===== src/rtl/hub75_line_driver.sv =====
// HUB75 line driver: captures one scan line, shifts it out and shows it with binary-coded modulation.
// Define HUB75_BCM_EN for 3-plane BCM; otherwise only the MSB plane of each channel is shown.

module hub75_half_sel #(
    parameter int NUM_ROWS = 64,
    parameter int RGB_RES  = 9
) (
    input  logic [NUM_ROWS-1:0][RGB_RES-1:0] pixels,
    input  logic [$clog2(NUM_ROWS)-1:0]      pix,
    input  logic [1:0]                       plane,
    output logic [2:0]                       rgb
);
    logic [RGB_RES-1:0] px;

    always_comb px = pixels[pix];

    // rgb[2]=red (bits 8:6), rgb[1]=green (5:3), rgb[0]=blue (2:0)
    for (genvar ch = 0; ch < 3; ch++) begin : g_ch
        logic [2:0] lane;
        always_comb begin
            lane    = px[ch*3 +: 3];
            rgb[ch] = lane[plane];
        end
    end
endmodule

module hub75_line_driver #(
    parameter int NUM_ROWS  = 64,
    parameter int SCAN_RATE = 32,
    parameter int RGB_RES   = 9,
    parameter int BASE_ON   = 32
) (
    input  logic                                    clk_in,
    input  logic                                    rst_in,
    input  logic                                    data_valid,
    input  logic [$clog2(SCAN_RATE)-1:0]            col_num,
    input  logic [1:0][NUM_ROWS-1:0][RGB_RES-1:0]   columns,
    output logic                                    hub75_ready,
    output logic                                    hub75_last,
    output logic                                    hub75_r0,
    output logic                                    hub75_g0,
    output logic                                    hub75_b0,
    output logic                                    hub75_r1,
    output logic                                    hub75_g1,
    output logic                                    hub75_b1,
    output logic                                    hub75_clk,
    output logic                                    hub75_lat,
    output logic                                    hub75_oe,
    output logic [$clog2(SCAN_RATE)-1:0]            hub75_addr
);
    localparam int ADDR_W    = $clog2(SCAN_RATE);
    localparam int PIX_W     = $clog2(NUM_ROWS);
    localparam int SHIFT_LEN = 2 * NUM_ROWS;
    localparam int DISP_MAX  = BASE_ON * 4;
    localparam int CNT_W     = $clog2(((SHIFT_LEN > DISP_MAX) ? SHIFT_LEN : DISP_MAX) + 1);

`ifdef HUB75_BCM_EN
    localparam logic [1:0] PLANE_FIRST = 2'd0;
`else
    localparam logic [1:0] PLANE_FIRST = 2'd2;
`endif

    typedef enum logic [1:0] {IDLE, SHIFT, LATCH, DISPLAY} state_t;

    state_t                                 state, state_nxt;
    logic [CNT_W-1:0]                       cnt, cnt_nxt;
    logic [1:0]                             plane, plane_nxt;
    logic [1:0][NUM_ROWS-1:0][RGB_RES-1:0]  line_q, src;
    logic [ADDR_W-1:0]                      col_q;
    logic [PIX_W-1:0]                       pix_nxt;
    logic [1:0][2:0]                        rgb_nxt;
    logic                                   last_nxt;

    function automatic logic [CNT_W-1:0] disp_len(input logic [1:0] p);
        return CNT_W'(BASE_ON) << p;
    endfunction

    always_comb begin
        state_nxt = state;
        cnt_nxt   = cnt + 1'b1;
        plane_nxt = plane;
        case (state)
            IDLE: begin
                cnt_nxt = '0;
                if (data_valid) begin
                    state_nxt = SHIFT;
                    plane_nxt = PLANE_FIRST;
                end
            end
            SHIFT: begin
                if (cnt == CNT_W'(SHIFT_LEN - 1)) begin
                    state_nxt = LATCH;
                    cnt_nxt   = '0;
                end
            end
            LATCH: begin
                state_nxt = DISPLAY;
                cnt_nxt   = '0;
            end
            DISPLAY: begin
                if (cnt == disp_len(plane) - 1'b1) begin
                    cnt_nxt = '0;
                    if (plane == 2'd2) begin
                        state_nxt = IDLE;
                    end else begin
                        state_nxt = SHIFT;
                        plane_nxt = plane + 1'b1;
                    end
                end
            end
            default: state_nxt = IDLE;
        endcase
        last_nxt = (state_nxt == DISPLAY) && (plane_nxt == 2'd2) &&
                   (cnt_nxt == disp_len(2'd2) - 1'b1);
    end

    // Outputs are registered from next-state values, so the first pixel has to come
    // straight from the inputs on the capture edge.
    always_comb begin
        src     = (state == IDLE) ? columns : line_q;
        pix_nxt = cnt_nxt[PIX_W:1];
    end

    for (genvar h = 0; h < 2; h++) begin : g_half
        hub75_half_sel #(.NUM_ROWS(NUM_ROWS), .RGB_RES(RGB_RES)) u_sel (
            .pixels (src[h]),
            .pix    (pix_nxt),
            .plane  (plane_nxt),
            .rgb    (rgb_nxt[h])
        );
    end

    always_ff @(posedge clk_in or negedge rst_in) begin
        if (!rst_in) begin
            state       <= IDLE;
            cnt         <= '0;
            plane       <= '0;
            line_q      <= '0;
            col_q       <= '0;
            hub75_ready <= 1'b0;
            hub75_last  <= 1'b0;
            hub75_oe    <= 1'b1;
            hub75_lat   <= 1'b0;
            hub75_clk   <= 1'b0;
            hub75_addr  <= '0;
            {hub75_r0, hub75_g0, hub75_b0} <= 3'b000;
            {hub75_r1, hub75_g1, hub75_b1} <= 3'b000;
        end else begin
            state <= state_nxt;
            cnt   <= cnt_nxt;
            plane <= plane_nxt;
            if (state == IDLE && data_valid) begin
                line_q <= columns;
                col_q  <= col_num;
            end
            hub75_ready <= (state_nxt == IDLE);
            hub75_last  <= last_nxt;
            hub75_oe    <= (state_nxt != DISPLAY);
            hub75_lat   <= (state_nxt == LATCH);
            hub75_clk   <= (state_nxt == SHIFT) && cnt_nxt[0];
            if (state_nxt == LATCH)
                hub75_addr <= col_q;
            if (state_nxt == SHIFT) begin
                {hub75_r0, hub75_g0, hub75_b0} <= rgb_nxt[0];
                {hub75_r1, hub75_g1, hub75_b1} <= rgb_nxt[1];
            end
        end
    end
endmodule

===== config.mk =====
export PLATFORM = sky130hd
export DESIGN_NAME = hub75_line_driver
export DESIGN_NICKNAME = d
export VERILOG_FILES = /design/src/rtl/hub75_line_driver.sv
export SDC_FILE = /design/constraint.sdc
export NUM_CORES = 2
export LEC_CHECK = 0
export ABC_AREA = 1
export CAP_MARGIN = 20
export CELL_PAD_IN_SITES_DETAIL_PLACEMENT = 0
export CELL_PAD_IN_SITES_GLOBAL_PLACEMENT = 1
export CORE_AREA = 2 2 460 462
export CTS_BUF_LIST = sky130_fd_sc_hd__clkbuf_16
export CTS_CLUSTER_SIZE = 40
export DETAILED_ROUTE_END_ITERATION = 16
export DIE_AREA = 0 0 462 464
export HOLD_SLACK_MARGIN = 0.1
export PLACE_DENSITY_LB_ADDON = 0.08
export SLEW_MARGIN = 25
export SYNTH_ARGS = -nofsm -noshare
export SYNTH_HDL_FRONTEND = slang
export SYNTH_SLANG_ARGS = --single-unit

===== constraint.sdc =====
create_clock -name clk_in -period 3.65 [get_ports clk_in]
set_clock_uncertainty 0.2 [all_clocks]
set_input_delay 1.095 -clock clk_in [delete_from_list [all_inputs] [get_ports clk_in]]
set_output_delay 1.095 -clock clk_in [all_outputs]
set_load 0.02 [all_outputs]

# ---- Yosys cells after proc, flatten, opt, wreduce, memory -nomap -nowiden
# Index checks and enable logic that the tools add are counted.
dict set report op_classes {
  magnitude_cmp 2
  shifts 1
  n_reduce_logical 7
  add_sub_neg 3
  eq_ne 12
  n_mux 29
}
# operator count
set ops {}
lappend ops {{two-way mux 1152 bit} 1}
lappend ops {{binary-select mux 9 bit (select 6 bit)} 2}
lappend ops {{one-hot mux 8 bit (3 select lines)} 1}
lappend ops {{two-way mux 9 bit} 2}
lappend ops {{equality test 8 x 7 -> 1 bit (second input constant)} 2}
lappend ops {{two-way mux 8 bit} 2}
lappend ops {{binary-select mux 1 bit (select 2 bit)} 6}
lappend ops {{equality test 2 bit (second input constant)} 6}
lappend ops {{two-way mux 2 bit} 6}
lappend ops {{adder 8 x 1 -> 8 bit (second input constant)} 1}
lappend ops {{equality test 8 bit} 1}
lappend ops {{one-hot mux 2 bit (4 select lines)} 1}
lappend ops {{left shift 6 x 2 -> 8 bit (first input constant)} 1}
lappend ops {{subtractor 8 x 1 -> 8 bit (second input constant)} 1}
lappend ops {{< comparator 6 x 7 -> 1 bit (second input constant)} 1}
lappend ops {{two-way mux 1 bit} 7}
lappend ops {{equality test 2 x 1 -> 1 bit (second input constant)} 2}
lappend ops {{logical AND 1 bit} 4}
lappend ops {{logical NOT 2 bit} 2}
lappend ops {{one-hot mux 2 bit (2 select lines)} 1}
lappend ops {{< comparator 2 x 3 -> 1 bit (second input constant)} 1}
lappend ops {{adder 2 x 1 -> 2 bit (second input constant)} 1}
lappend ops {{inequality test 2 bit (second input constant)} 1}
lappend ops {{OR reduction 2 bit} 1}
dict set report totals {
  in_bits 1160
  out_inout_bits 16
  reg_bits 1185
}

# ---- Logic depth before layout (Yosys ltp)
dict set report logic_depth {
  ltp_word 9
  ltp_mapped 22
}

# ---- By module
# From an unflattened synthesis, not the netlist that was laid out.
dict set report hier_totals {
  hier_cells 10236
  hier_area_um2 68777.2
}
# module cells_per_inst instances area_per_inst_um2 seq_area_each_um2
set modules_own_cells {}
lappend modules_own_cells {hub75_line_driver 7618 1 57186.1 29654.7}
lappend modules_own_cells {hub75_half_sel 1309 2 5795.6 0.0}

# ---- Least setup slack after synthesis
# OpenSTA, ideal clock, no wires.
dict set report synth_timing {
  kind {reg-to-reg}
  from {reg state[0]}
  to {reg line_q[1000] in the netlist's numbering}
  arrival_time_ns 2.303
  synth_period_minus_slack_ns 2.628
  setup_time_ns 0.125
  required_ns 3.325
  slack_ns 1.022
  path_stages_with_launch 13
  path_buffers 8
  path_cell_list {dfrtp_1 inv_1 ha_1 buf_2 buf_6 buf_6 buf_2 buf_2 nand2_1 buf_2 buf_2 buf_2 mux2_2}
}
dict set report synth_via {
  elab_chain_cells 2
}
# element line
set synth_lines {}
lappend synth_lines {{from (decl)} 65} ;# state_t state, state_nxt;
lappend synth_lines {{from (signal assigned)} 149} ;# state <= state_nxt;
lappend synth_lines {{logical NOT 2 bit} 152} ;# if (state == IDLE && data_valid) begin
lappend synth_lines {{logical AND 1 bit} 152}
lappend synth_lines {{to (signal assigned)} 153} ;# line_q <= columns;
lappend synth_lines {{to (decl)} 68} ;# logic [1:0][NUM_ROWS-1:0][RGB_RES-1:0] line_q, src;
# Every way passes these cells.
# A chain may end at the register's enable or synchronous reset.

# ---- Worst setup path after layout
dict set report layout_timing {
  from {reg cnt[0]}
  to {reg hub75_b0}
}
dict set report layout_via {
  elab_chain_cells 7
  word_cells_on_any_way 16
  classes_between {1 x add/sub; 3 x eq/ne; 12 x mux}
}
# element line
set layout_lines {}
lappend layout_lines {{from (decl)} 66} ;# logic [CNT_W-1:0] cnt, cnt_nxt;
lappend layout_lines {{from (signal assigned)} 150} ;# cnt <= cnt_nxt;
lappend layout_lines {{adder 8 x 1 -> 8 bit (tied with other cells)} 80} ;# cnt_nxt = cnt + 1'b1;
lappend layout_lines {{two-way mux 8 bit (on tied branches)} {101, 91}}
lappend layout_lines {{one-hot mux 8 bit (3 select lines)} 82} ;# case (state)
lappend layout_lines {{binary-select mux 9 bit (select 6 bit)} 15} ;# always_comb px = pixels[pix];
lappend layout_lines {{two-way mux 9 bit (not written as such)} 15}
lappend layout_lines {{binary-select mux 1 bit (select 2 bit)} 22} ;# rgb[ch] = lane[plane];
lappend layout_lines {{two-way mux 1 bit (not written as such)} 22}
lappend layout_lines {{to (signal assigned)} 164} ;# {hub75_r0, hub75_g0, hub75_b0} <= rgb_nxt[0];
lappend layout_lines {{to (decl)} 42} ;# output logic hub75_b0,
# Parallel ways exist; a longest one is shown, timed or not. The select of a mux whose other input is x is not followed.

==> metrics.md <==
| Metric | Value |
|---|---|
| Clock edge transition at the registers on the reported setup and hold paths | 60 ps |
| Post-route ant nets | 0 |
| Share of the clock period used by the worst path after layout | 0.980 |
| Dominant register cell in the synthesized netlist | sky130_fd_sc_hd__dfrtp_1 |
| Relative max-transition margin | 0.372 |
| Number of clock buffers inserted by TritonCTS | 155 |
| Share of final-layout standard cells stronger than drive strength 1 | 0.141 |
| Gp weighted congestion | a little under 0.9 |
| Power per standard cell area | around 950 mW/mm^2 |
| Clock tree from TritonCTS | built |
| Number of detailed-routing iterations run before antenna repair | 6 |
| Cells taking the most area after synthesis | sky130_fd_sc_hd__dfrtp_1 (43%), sky130_fd_sc_hd__nand2_1 (20%), sky130_fd_sc_hd__mux2_2 (12%) |
| Via count of the first global-routing pass | about 64000 |
| GRT overflow | 0 |
| Number of remaining DRC errors | 0 |
| Mapped Nets | 10200 |
| Required time of the worst setup path | 4180 ps |
| Floorplan Core Area | between 0.2 and 0.25 sq mm |
| Outcome | finished clean |
| Launching element type of the critical path | register |
| Setup TNS | 0 ps |
| Number of clock sinks | between 1000 and 1500 |
| Via count of the routed design | 66300 |
| Top cell type's share of synthesized area | 0.425 |
| First-pass GRT wire length | 455000 um |
| Proportion of synthesized flip-flops having asynchronous set or reset | 1.00 |
| Critical setup path kind | register to register |
| Non-filler cells, final | ~13000 |
| Final wirelength | between 300000 and 400000 um |
| Detailed-placement wirelength estimate | 239000 um |
| Max_cap viols | 0 |
| Crit end category | register |
| Fin crit period | about 3600 ps |
| Number of max-slew violations in the final report | 0 |
| Number of flops mapped to enable cells by yosys | 0 |
| Gate count of the mapped netlist | about 9100 |
| Top delay family on crit path | simple AND/OR/NAND/NOR gates |
| CTS Root Buffer Type | sky130_fd_sc_hd__clkbuf_16 |
| Buffers & Inverters on Critical Path | 4 |
| Slew @ Worst Pin | 942 ps |
| Cell with the most instances after synthesis | sky130_fd_sc_hd__nand2_1 |
| Detail-routed via count per cell | roughly 5 |
| Die height | 464 um |
| Final count of hold timing violations | 0 |
| Area of the mapped netlist | around 0.07 sq mm |
| Area of the die | 0.214 sq mm |
| Share of the yosys chip area belonging to registers | 0.426 |
| RSZ-0062 raised after global routing | true |
| Initial cell density of the core | 0.333 |
| Maximum clock frequency | approximately 280 MHz |
| Number of warnings reported in the yosys synthesis log | 0 |
| Static power due to leakage | about 0.044 uW |
| Cell types with the highest counts after synthesis | sky130_fd_sc_hd__nand2_1 (3749), sky130_fd_sc_hd__dfrtp_1 (1184), sky130_fd_sc_hd__o21ai_0 (1011), sky130_fd_sc_hd__mux2_2 (755), sky130_fd_sc_hd__nand3_1 (454) |
| Worst-Skew Late Latency | just over 800 ps |
| Layout Nets | 11300 |
| Number of placement rows | 168 |
| Critical path peak fanout | 23 |
| # fillers | around 21000 |
| Distinct cell type count after synthesis | 35 |
| GRT Resource Usage Total | 0.290 |
| Top cell by count, worst path | sky130_fd_sc_hd__nand3_1 |
| Clock buffer depth | 3 |
| Min-delay worst type | register to register |
| Num ports | ~1200 |
| Layout overhead on the synthesized area | 31.8% |
| Syn avg cell area | a little under 8 sq um |
| Initial antenna violation count | between 60 and 70 |
| Port-buffer cells | approximately 1200 |
| Maximum resistive drop on vdd | between 0.4 and 0.5 mV |
| CTS H-tree lvls | 4 |
| Pin count of the biggest net entering global routing | 226 |
| Slowest stage cell on the critical path | sky130_fd_sc_hd__dfrtp_1 |
| Slowest stage delay, CP | roughly 410 ps |
| CP arrival | roughly 4000 ps |
| Number of DRC markers in iteration 0 | 5818 |
| Routed wire per std cell | 24.5 um |
| Die boundary width | about 460 um |
| Yosys top cell by area | sky130_fd_sc_hd__dfrtp_1 |
| Number of storage elements in the synthesis netlist | 1185 |
| Placed Instances | approximately 13000 |
| # setup viols final | 0 |
| Ordered cell list for the critical path | ha_1, xnor2_2, a21oi_4, buf_12, inv_12, buf_12, buf_6, nand3_1, nand2_1, nand3_1, nand3_1, nand3_1, nand3_1, nand3_1, nand2_2, nand2_1, a21oi_1 |
worst min-delay path: cells and delay by family (launching register included):
kind / cells / cell delay, ps
DFF: 1 / 340
AOI/OAI and AO/OA: 1 / 60
and+or+nand+nor: 1 / 50
what timing repair did:
| action | CTS | global route |
|---|---|---|
| gates cloned | 5 | 8 |
| hold buffers | 1 | 0 |
| pin swaps | 4 | 2 |
| setup endpoints to repair | 6 | 6 |
| buffers inserted | 8 | 8 |
| hold endpoints to repair | 30 | 0 |
| gates resized for setup | 53 | 59 |
path summary, 6_finish.rpt:
check	slack (ps)	end	depth (start not counted)	from
worst max-delay path	70	hub75_b0	17	cnt[0]
worst min-delay path	280	line_q[542]	2	line_q[542]
worst max register to register	70	hub75_b0	17	cnt[0]
worst min register to register	280	line_q[542]	2	line_q[542]
max in group asynchronous	1470	line_q[849]	4	rst_in
min in group asynchronous	630	line_q[308]	2	rst_in
state kept, by name (all words and copies together) (netlist names):
signal       count
line_q        1152
cnt              8
col_q            5
hub75_addr       5
plane            2
state            2
hub75_b0         1
hub75_b1         1
hub75_clk        1
hub75_g0         1
hub75_g1         1
hub75_last       1
hub75_lat        1
hub75_oe         1
hub75_r0         1
hub75_r1         1
hub75_ready      1
cell families after synthesis:
| logic type | count (synthesis) | synth area share |
|---|---|---|
| buffers and inverters | 1101 | 0.0704 |
| AOI/OAI and AO/OA | 1346 | 0.0989 |
| adders and majority gates | 10 | 0.00180 |
| DFF | 1185 | 0.426 |
| and+or+nand+nor | 4441 | 0.248 |
| xor gates and xnor gates | 3 | 0.000377 |
| muxes | 983 | 0.155 |
per-stage QoR:
step	total power (uW)	util	instance area, sq um	worst slack (ps)	hold slack [ps]
finish	87500	0.439	91800	74.6	278
global route	94500	0.439	91800	-47.2	298
CTS	87200	0.436	91100	0.0897	282
detailed placement	71900	0.412	86100	-558	268
global placement	71300	0.412	86100	-546	256
floorplan	53500	-	69700	1020	244
cell usage in the layout, fill, tap and decap left out, types with 10 or more instances in the layout:
cell,synthesis,routed
sky130_fd_sc_hd__buf_4,45,245
sky130_fd_sc_hd__nand2_1,3749,3732
sky130_fd_sc_hd__mux2_2,755,755
sky130_fd_sc_hd__a21boi_0,42,42
sky130_fd_sc_hd__clkdlybuf4s50_1,0,1174
sky130_fd_sc_hd__inv_1,433,477
sky130_fd_sc_hd__a21oi_1,186,183
sky130_fd_sc_hd__o211ai_1,15,15
sky130_fd_sc_hd__buf_6,20,12
sky130_fd_sc_hd__mux2i_1,228,227
sky130_fd_sc_hd__nor2_1,221,220
sky130_fd_sc_hd__o21ai_1,88,93
sky130_fd_sc_hd__nand3_2,0,44
sky130_fd_sc_hd__diode_2,0,42
sky130_fd_sc_hd__buf_16,0,11
sky130_fd_sc_hd__nand2_2,1,13
sky130_fd_sc_hd__buf_12,0,116
sky130_fd_sc_hd__clkinv_1,2,34
sky130_fd_sc_hd__nand3_1,454,409
sky130_fd_sc_hd__inv_2,10,10
sky130_fd_sc_hd__o21ai_0,1011,1002
sky130_fd_sc_hd__dfrtp_1,1184,1184
sky130_fd_sc_hd__clkinv_2,0,22
sky130_fd_sc_hd__clkbuf_16,0,166
power breakdown:
group	switching, uW	total, uW	leakage, uW	internal (uW)
combinational	30500	50400	0.0272	19900
sequential	3070	22700	0.0143	19700
clock	6380	14300	0.00244	7960
total	39900	87500	0.0440	47600
layer usage:
metal  part of all wire  up-vias  track usage
li1                   -    31500            -
met1               0.44    32100        0.388
met2               0.46     2203        0.461
met3              0.054      428       0.0403
met4              0.046       14        0.136
met5            0.00028        -            0
layout make-up:
| class | count | area, sq um | area share |
|---|---|---|---|
| multi-input cells | 6784 | 35500 | 0.387 |
| flip-flops and latches | 1185 | 29700 | 0.323 |
| repair buffers | 1572 | 16700 | 0.182 |
| clock buffers | 158 | 3950 | 0.0431 |
| well taps | 2805 | 3510 | 0.0382 |
| inverters | 446 | 1710 | 0.0186 |
| clock inverters | 117 | 656 | 0.00714 |
| diodes | 42 | 105 | 0.00114 |
Power figures use the tool's default switching activity.
